**config.mk**
```make
export PLATFORM = sky130hd
export DESIGN_NAME = uart_tx_buffered_flat
export DESIGN_NICKNAME = d
export VERILOG_FILES = /design/src/rtl/uart_tx_buffered_if.sv /design/src/rtl/uart_tx_buffered.sv /design/src/flat_wrapper.sv
export SDC_FILE = /design/constraint.sdc
export NUM_CORES = 1
export LEC_CHECK = 0
export CORE_UTILIZATION = 64
export CTS_BUF_LIST = sky130_fd_sc_hd__clkbuf_2 sky130_fd_sc_hd__clkbuf_4 sky130_fd_sc_hd__clkbuf_8
export CTS_CLUSTER_SIZE = 30
export DETAILED_ROUTE_END_ITERATION = 12
export GPL_TIMING_DRIVEN = 0
export PLACE_DENSITY = 0.95
export SLEW_MARGIN = 30
export SYNTH_ARGS = -nofsm -noshare
export SYNTH_HDL_FRONTEND = slang
export SYNTH_SLANG_ARGS = --single-unit
```
**constraint.sdc**
```tcl
create_clock -name clk1 -period 5.5 [get_ports clk1]
set_input_delay 1.375 -clock clk1 [delete_from_list [all_inputs] [get_ports clk1]]
set_output_delay 1.375 -clock clk1 [all_outputs]
set_load 0.02 [all_outputs]
```
**src/rtl/uart_tx_buffered_if.sv**
```systemverilog
// Byte-write side and status/serial outputs of the buffered UART transmitter.
// The master drives the write strobe and byte; the slave reports FIFO and line state.
interface uart_tx_buffered_if;
    logic [7:0] din;
    logic       wr_en;
    logic       full;
    logic       empty;
    logic       overrun;
    logic       busy;
    logic       TX;

    modport master (
        output din, wr_en,
        input  full, empty, overrun, busy, TX
    );

    modport slave (
        input  din, wr_en,
        output full, empty, overrun, busy, TX
    );
endinterface

```
**src/rtl/uart_tx_buffered.sv**
```systemverilog
// 8N1 UART transmitter fed by a small byte FIFO, one bit per OVERSAMPLE clocks.
// Back-to-back frames chain directly from the last stop cycle into the next start.
module uart_tx_buffered #(
    parameter int DEPTH      = 4,
    parameter int OVERSAMPLE = 16
) (
    input logic               clk1,
    input logic               reset,
    uart_tx_buffered_if.slave bus
);
    localparam int AW = $clog2(DEPTH);
    localparam int BW = (OVERSAMPLE > 1) ? $clog2(OVERSAMPLE) : 1;
    localparam logic [BW-1:0] BMAX = BW'(OVERSAMPLE - 1);

    typedef enum logic [1:0] {IDLE, START, DATA, STOP} state_e;

    logic [7:0]    mem_q [DEPTH];
    logic [AW-1:0] wptr_q, rptr_q;
    logic [AW:0]   cnt_q, cnt_d;
    logic          ovr_q;

    state_e        state_q;
    logic [BW-1:0] baud_q;
    logic [2:0]    bit_q;
    logic [7:0]    shreg_q;
    logic          tx_q;
    logic          busy_q;

    logic full, empty, wr_ok, bit_end, pop;

    // Status is taken from the occupancy before the edge.
    assign full    = (cnt_q == (AW+1)'(DEPTH));
    assign empty   = (cnt_q == '0);
    assign wr_ok   = bus.wr_en & ~full;
    assign bit_end = (baud_q == BMAX);
    assign pop     = ~empty & ((state_q == IDLE) |
                               ((state_q == STOP) & bit_end));

    always_comb begin
        cnt_d = cnt_q + (AW+1)'(wr_ok) - (AW+1)'(pop);
    end

    always_ff @(posedge clk1) begin
        if (!reset && wr_ok)
            mem_q[wptr_q] <= bus.din;
    end

    always_ff @(posedge clk1) begin
        if (reset) begin
            wptr_q <= '0;
            rptr_q <= '0;
            cnt_q  <= '0;
            ovr_q  <= 1'b0;
        end else begin
            if (wr_ok)
                wptr_q <= wptr_q + AW'(1);
            if (pop)
                rptr_q <= rptr_q + AW'(1);
            cnt_q <= cnt_d;
            ovr_q <= bus.wr_en & full;
        end
    end

    // Shift register is loaded only on entry to START and only indexed afterwards.
    always_ff @(posedge clk1) begin
        if (reset) begin
            state_q <= IDLE;
            baud_q  <= '0;
            bit_q   <= '0;
            shreg_q <= '0;
            tx_q    <= 1'b1;
            busy_q  <= 1'b0;
        end else begin
            unique case (state_q)
                IDLE: begin
                    baud_q <= '0;
                    bit_q  <= '0;
                    tx_q   <= 1'b1;
                    busy_q <= 1'b0;
                    if (pop) begin
                        shreg_q <= mem_q[rptr_q];
                        tx_q    <= 1'b0;
                        busy_q  <= 1'b1;
                        state_q <= START;
                    end
                end
                START: begin
                    if (bit_end) begin
                        baud_q  <= '0;
                        bit_q   <= '0;
                        tx_q    <= shreg_q[0];
                        state_q <= DATA;
                    end else begin
                        baud_q <= baud_q + BW'(1);
                    end
                end
                DATA: begin
                    if (bit_end) begin
                        baud_q <= '0;
                        if (bit_q == 3'd7) begin
                            tx_q    <= 1'b1;
                            state_q <= STOP;
                        end else begin
                            bit_q <= bit_q + 3'd1;
                            tx_q  <= shreg_q[bit_q + 3'd1];
                        end
                    end else begin
                        baud_q <= baud_q + BW'(1);
                    end
                end
                STOP: begin
                    if (bit_end) begin
                        baud_q <= '0;
                        bit_q  <= '0;
                        if (pop) begin
                            shreg_q <= mem_q[rptr_q];
                            tx_q    <= 1'b0;
                            state_q <= START;
                        end else begin
                            tx_q    <= 1'b1;
                            busy_q  <= 1'b0;
                            state_q <= IDLE;
                        end
                    end else begin
                        baud_q <= baud_q + BW'(1);
                    end
                end
                default: state_q <= IDLE;
            endcase
        end
    end

    assign bus.full    = full;
    assign bus.empty   = empty;
    assign bus.overrun = ovr_q;
    assign bus.busy    = busy_q;
    assign bus.TX      = tx_q;
endmodule
```
**src/flat_wrapper.sv**
```systemverilog
// flat-port wrapper written by rule: the top's interface ports become plain ports
module uart_tx_buffered_flat 
#(
    parameter int DEPTH      = 4,
    parameter int OVERSAMPLE = 16
)
  (clk1, reset, bus_din, bus_wr_en, bus_full, bus_empty, bus_overrun, bus_busy, bus_TX);
  uart_tx_buffered_if bus_i ();
  input logic clk1;
  input logic reset;
  input wire logic [$bits(bus_i.din)-1:0] bus_din;
  input wire logic [$bits(bus_i.wr_en)-1:0] bus_wr_en;
  output wire logic [$bits(bus_i.full)-1:0] bus_full;
  output wire logic [$bits(bus_i.empty)-1:0] bus_empty;
  output wire logic [$bits(bus_i.overrun)-1:0] bus_overrun;
  output wire logic [$bits(bus_i.busy)-1:0] bus_busy;
  output wire logic [$bits(bus_i.TX)-1:0] bus_TX;
  assign bus_i.din = bus_din;
  assign bus_i.wr_en = bus_wr_en;
  assign bus_full = bus_i.full;
  assign bus_empty = bus_i.empty;
  assign bus_overrun = bus_i.overrun;
  assign bus_busy = bus_i.busy;
  assign bus_TX = bus_i.TX;
  uart_tx_buffered #(.DEPTH(DEPTH), .OVERSAMPLE(OVERSAMPLE)) u_core (.clk1(clk1), .reset(reset), .bus(bus_i));
endmodule
```
==> results.md <==
- WL final: approximately 4.7 mm
- Worst Hold End: u_core.baud_q[0]$_SDFF_PP0_
- Area of the mapped netlist: about 2600 um^2
- DRT Pass-1 Iters: 4
- Hold path cells: 1
- DP Worst Slack: approximately 2.4 ns
- Required @ worst endpoint: 4.12 ns
- Clk_skew: 0.00675 ns
- Post-DRT Antenna Nets: 0
- Crit path DAT: around 1.9 ns
- Drt initial violations: 139
- Clock sink total: 61
- Syn Area/Cell: approximately 13 um^2
- Worst-margin pin slew: 0.502 ns
- Final period utilization: 0.591
- Seq/Total Area, Yosys: 0.590
- Die height: 65.9 um
- Warnings, synthesis: 0
- Syn Nets: 223
- Seq cells post-synth: 61
- Worst Setup End Kind: output port
- H-tree levels: 3
- Top Ports: 16
- Nets: approximately 250
- Setup CP Type: reg -> out
- Port Buffer Count: 14
- Die area: about 4300 um^2
- Leak: roughly 1.1 nW
- Buffer depth of the longest clock path: 2
- Clk slew on worst S/H paths: approximately 0.070 ns
- Commonest non-fill, non-tap cell in the layout: edfxtp_1
- Gr usage total: 0.253
- Final Setup Violations: 0
- CTS tree: yes
- Pin count of the biggest net entering global routing: 13
- TritonCTS buffer count: 9
- Total negative slack: 0 ns
- # DRC: 0
- Fin. max-slew vios: 0
- Setup crit start kind: flop
- Final Hold Fails: 0
- Core ar.: 3800 um^2
- Vias: between 1500 and 2000
- Fin crit period: 3.25 ns
- GP Congestion: about 0.84
- Via density: slightly below 6
- Most frequent cells in the layout: edfxtp_1 (32), dfxtp_1 (29), nor2_1 (25)
- Hold_buf cts: 0
- Synth unique cells: 39
- Reg2Reg Setup Slack: approximately 2.9 ns
- Area grow syn2layout: 15.3%
- RR Endpoint: u_core.cnt_q[2]$_SDFF_PP0_
- Reg2reg start: u_core.state_q[1]$_SDFFE_PP0P_
- Power per Cell Area: slightly above 500 nW/um^2
- Status: completed
- Number of cell rows: 22
- IR drop worst, VDD: 0.284 mV
- Vias in the first global route: 1624
- CTS resizes: 0
- Headroom to the max-slew limit: 0.665
- Fraction of layout cells with a size suffix above 1: 0.154
- Initial core utilization: 0.687
- Die width: ~66 um
- Clk root buf: clkbuf_8
- Max capacitance violation total: 0
- Mapped Cells: 197
- Antenna cell count: 0
- Hold Startpoint: u_core.baud_q[0]$_SDFF_PP0_
- Grt total ovfl: 0
- First-pass GRT wire length: 7.70 mm
- Postcts setup bufs: 0
- Worst reg2reg path depth: 11
- Worst min path class: reg -> reg
- Wire length per cell: around 17 um
- Critical path fanouts, max: 4
- Detailed placer's ending HPWL: about 3.3 mm
- RSZ-0062 raised after global routing: false
- Setup ws final: roughly 2.2 ns
- Initial antenna violation count: 0
- Fmax: roughly 310 MHz
- Worst-Skew Late Latency: 0.33 ns
routing by layer:
metal | global-route usage | wire [um] | up-vias
met3 | 0.0914 | 229 | 11
met2 | 0.408 | 2430 | 48
met1 | 0.309 | 2000 | 781
li1 | - | - | 762
met4 | 0.0978 | 59 | 0
met5 | 0 | 0 | -
final cells by class:
type	count	area (um^2)
Fill cell	203	788
Timing Repair Buffer	14	140
Tap cell	48	60.1
Buffer	6	25.0
Clock inverter	7	75.1
Inverter	10	37.5
Sequential cell	61	1540
Multi-Input combinational cell	120	1010
Clock buffer	9	124
power by group:
| part | internal (mW) | leakage, nW | switching, mW |
|---|---|---|---|
| clock network | 0.210 | 0.0918 | 0.186 |
| registers | 0.558 | 0.528 | 0.0520 |
| logic | 0.239 | 0.497 | 0.280 |
critical path, stage by stage, from the launching register on:
cell	delay (ns)
dfxtp_1	0.41
or3b_1	0.47
inv_2	0.07
clkdlybuf4s50_1	0.59
how the worst max path moves through the flow:
stage | from | end | cells past startpoint
after floorplan | bus_wr_en | u_core.cnt_q[2]$_SDFF_PP0_ | 8
after global placement | bus_wr_en | u_core.cnt_q[2]$_SDFF_PP0_ | 9
after detailed placement | bus_wr_en | u_core.cnt_q[2]$_SDFF_PP0_ | 9
after CTS | u_core.cnt_q[2]$_SDFF_PP0_ | bus_full | 3
after global routing | u_core.cnt_q[2]$_SDFF_PP0_ | bus_full | 3
final | u_core.cnt_q[2]$_SDFF_PP0_ | bus_full | 3
kinds of logic after synthesis:
logic type,count (synthesis),synth area share
DFF,61,0.590
AOI/OAI and AO/OA,18,0.0527
adders and majority gates,15,0.0747
xor gates and xnor gates,7,0.0235
buffers and inverters,16,0.0240
and+or+nand+nor,58,0.112
muxes,22,0.123
registers in the layout, summed over array words and instances (netlist names), named ones only:
signal and count:
u_core.wptr_q 2, u_core.state_q 2, u_core.bus.overrun 1, u_core.baud_q 4, u_core.cnt_q 3, u_core.rptr_q 2
u_core.mem_q 32, u_core.bus.TX 1, u_core.shreg_q 8, u_core.bus.busy 1, u_core.bit_q 3
cell usage after synthesis (all sizes together):
cell | n | area (um^2)
nor3b | 2 | 15.0
o221ai | 1 | 15.0
and2 | 4 | 25.0
nand2b | 1 | 6.26
or3 | 1 | 6.26
xnor2 | 5 | 43.8
o31ai | 2 | 20.0
or4b | 1 | 10.0
nor2b | 3 | 18.8
fa | 1 | 20.0
o21ai | 2 | 10.0
nor2 | 26 | 100
dfxtp | 29 | 581
inv | 10 | 37.5
ha | 14 | 175
mux2i | 14 | 140
a21oi | 6 | 41.3
clkbuf | 3 | 11.3
and3 | 2 | 12.5
mux4 | 8 | 180
a41oi | 1 | 8.76
a22oi | 3 | 22.5
a31oi | 2 | 12.5
nor3 | 5 | 35.0
nand3 | 4 | 20.0
nand2 | 7 | 28.8
a21o | 1 | 7.51
nand4 | 1 | 6.26
or3b | 1 | 8.76
xor2 | 2 | 17.5
edfxtp | 32 | 961
buf | 3 | 13.8
per-stage QoR:
step	utilization	std cells	hold WS, ns	area, um^2	power [mW]
final	0.792	275	0.451	3010	1.53
after global routing	0.792	275	0.479	3010	1.61
after detailed placement	0.740	259	0.447	2810	1.13
after global placement	0.740	259	0.427	2810	1.09
after CTS	0.792	275	0.462	3010	1.53
after floorplan	-	197	0.417	2610	0.994
Power figures use the tool's default switching activity.
==> variant, RTL diff (config.mk and constraints unchanged) <==
`OVERSAMPLE` is set to 16 in 2 places; all go to 8.
--- a/src/rtl/uart_tx_buffered.sv
+++ b/src/rtl/uart_tx_buffered.sv
@@ -2,7 +2,7 @@
 // Back-to-back frames chain directly from the last stop cycle into the next start.
 module uart_tx_buffered #(
     parameter int DEPTH      = 4,
-    parameter int OVERSAMPLE = 16
+    parameter int OVERSAMPLE = 8
 ) (
     input logic               clk1,
     input logic               reset,
--- a/src/flat_wrapper.sv
+++ b/src/flat_wrapper.sv
@@ -2,7 +2,7 @@
 module uart_tx_buffered_flat 
 #(
     parameter int DEPTH      = 4,
-    parameter int OVERSAMPLE = 16
+    parameter int OVERSAMPLE = 8
 )
   (clk1, reset, bus_din, bus_wr_en, bus_full, bus_empty, bus_overrun, bus_busy, bus_TX);
   uart_tx_buffered_if bus_i ();
Function: same outputs for any inputs over 10 cycles, from zero or initial values and one cycle with reset high; that may be too few to reach the edited logic, so the function may still have changed.
==> variant against the original RTL <==
- sequential cell count shrank 1
- setup slack got worse by 290 ps
- final cell count is 0.73% lower
- count of clock-buffer cells in the layout increased by 1
- synthesized cell count is 1.0% lower
- final area decreased by 2.7%
- total power decreased by 0.71%
- non-clock buffer count rose by 1
- synthesized area shrank 3.5%
- via count decreased by 2.1%
- routed wire length down 6.6%
- critical path depth is the same
- critical path type unchanged
- highest routed layer unchanged
==> variant: results (changes against the original RTL) <==
The leakage component of the power came out at 1.07 nW (-3.8%). The worst reg-to-reg setup slack came to 2740 ps (-110 ps). The pin count of the biggest net entering global routing came out at 11 (-2). The die span in x is 64.8 um (-1.7%).

The worst hold slack came out at 433 ps (-18.4 ps). By count the netlist is led by edfxtp_1, dfxtp_1, ha_1, nor2_1. The minimum setup slack after placement is 2290 ps (-80.5 ps). The initial DRC count is 127 (-8.6%).

The sequential fraction of the synthesis area is 60.4% (+1.3 points). The final standard cell count with taps included and fillers excluded was 273 (-0.73%). After synthesis, the cell types taking the most area are edfxtp_1, dfxtp_1, mux4_2. The met1 track utilization from global routing came out at 28.9% (-2.1 points).

The share of final-layout standard cells stronger than drive strength 1 is 11.6% (-3.9 points). The highest ir drop seen on vdd came out at 0.000407 V (+43%). The number of global-route vias before repair is 1569 (-3.4%). The largest clock skew in the final design is 10.0 ps (+3.28 ps). The worst reg2reg path depth is 12 (+1). The flow ran to the end, and the final reports show no timing, DRC or antenna violations. The routing usage on met3 was 8.98% (-0.16 points). The largest registers in the layout are u_core.mem_q: 32 flops, u_core.shreg_q: 8 flops. The number of nets in the layout came out at 247 (-0.40%). The met2 demand-to-capacity share in global routing is 41.1% (+0.33 points). The worst setup margin came to 1960 ps (-293 ps). The cell count after synthesis came to 195 (-1.0%). The number of antenna violations at the first check in global routing came out at 0 (unchanged).

The global-route usage over all layers is 25.0% (-0.29 points). The number of buffer cells added on primary ports is 14 (unchanged). The relative max-transition margin came out at 55.4% (-11 points).

The detail-routed via count per cell is 5.75 (-1.3%). The half-perimeter wire length after placement came to 2.96 mm (-9.7%). The global-route wire length before repair came out at 7.31 mm (-5.1%). The worst register-to-register path ends at u_core.cnt_q[2]$_SDFF_PP0_. The placer congestion estimate is 0.788 (-6.4%). The maximum fanout count along the critical path is 10 (+6). The data arrival time of the worst path is 2170 ps (+290 ps). The number of nets produced by synthesis was 222 (-0.45%).
[variant: kinds of logic after synthesis]
kind of cell,after synthesis,share of synthesized area (%)
fa+ha+maj,16,8.24
buf+inv,19,2.83
flops,60,60.4
simple gates,50,9.73
compound gates,31,7.05
mux,14,10.0
xor+xnor,5,1.74
[variant: layout make-up]
cell class	count	area [um^2]
flip-flops and latches	60	1520
inverters	12	45.0
clock buffers	10	131
multi-input cells	116	927
fillers	220	786
plain buffers	7	26.3
well taps	48	60.1
clock inverters	6	78.8
repair buffers	14	140
[variant: layer usage]
| metal | up-vias | wire [um] |
|---|---|---|
| met5 | - | 0 |
| met4 | 0 | 97 |
| met3 | 11 | 161 |
| met2 | 43 | 2310 |
| met1 | 757 | 1840 |
| li1 | 758 | - |
[variant: worst max path at each step]
stage                                      end  cells past startpoint                  startpoint
floorplan           u_core.cnt_q[2]$_SDFF_PP0_                      7                   bus_wr_en
global placement                     bus_empty                      3  u_core.cnt_q[2]$_SDFF_PP0_
CTS                                  bus_empty                      3  u_core.cnt_q[2]$_SDFF_PP0_
finish                               bus_empty                      3  u_core.cnt_q[2]$_SDFF_PP0_
detailed placement                   bus_empty                      3  u_core.cnt_q[2]$_SDFF_PP0_
global route                         bus_empty                      3  u_core.cnt_q[2]$_SDFF_PP0_
[variant: report_power, final]
part / internal, mW / total [mW] / switching, mW
logic: 0.223 / 0.504 / 0.281
registers: 0.553 / 0.593 / 0.0402
clock network: 0.256 / 0.418 / 0.162
[variant: worst max-delay path: stages (launching register included)]
cell and delay, ps:
dfxtp_1 330, nor3_1 500, clkbuf_1 340, clkdlybuf4s50_1 670
[variant: through the flow]
| step | utilization, % | cell area [um^2] |
|---|---|---|
| final | 78.9 | 2930 |
| after global routing | 78.9 | 2930 |
| after CTS | 78.9 | 2930 |
| after detailed placement | 73.2 | 2720 |
| after global placement | 73.2 | 2720 |
| after floorplan | - | 2520 |
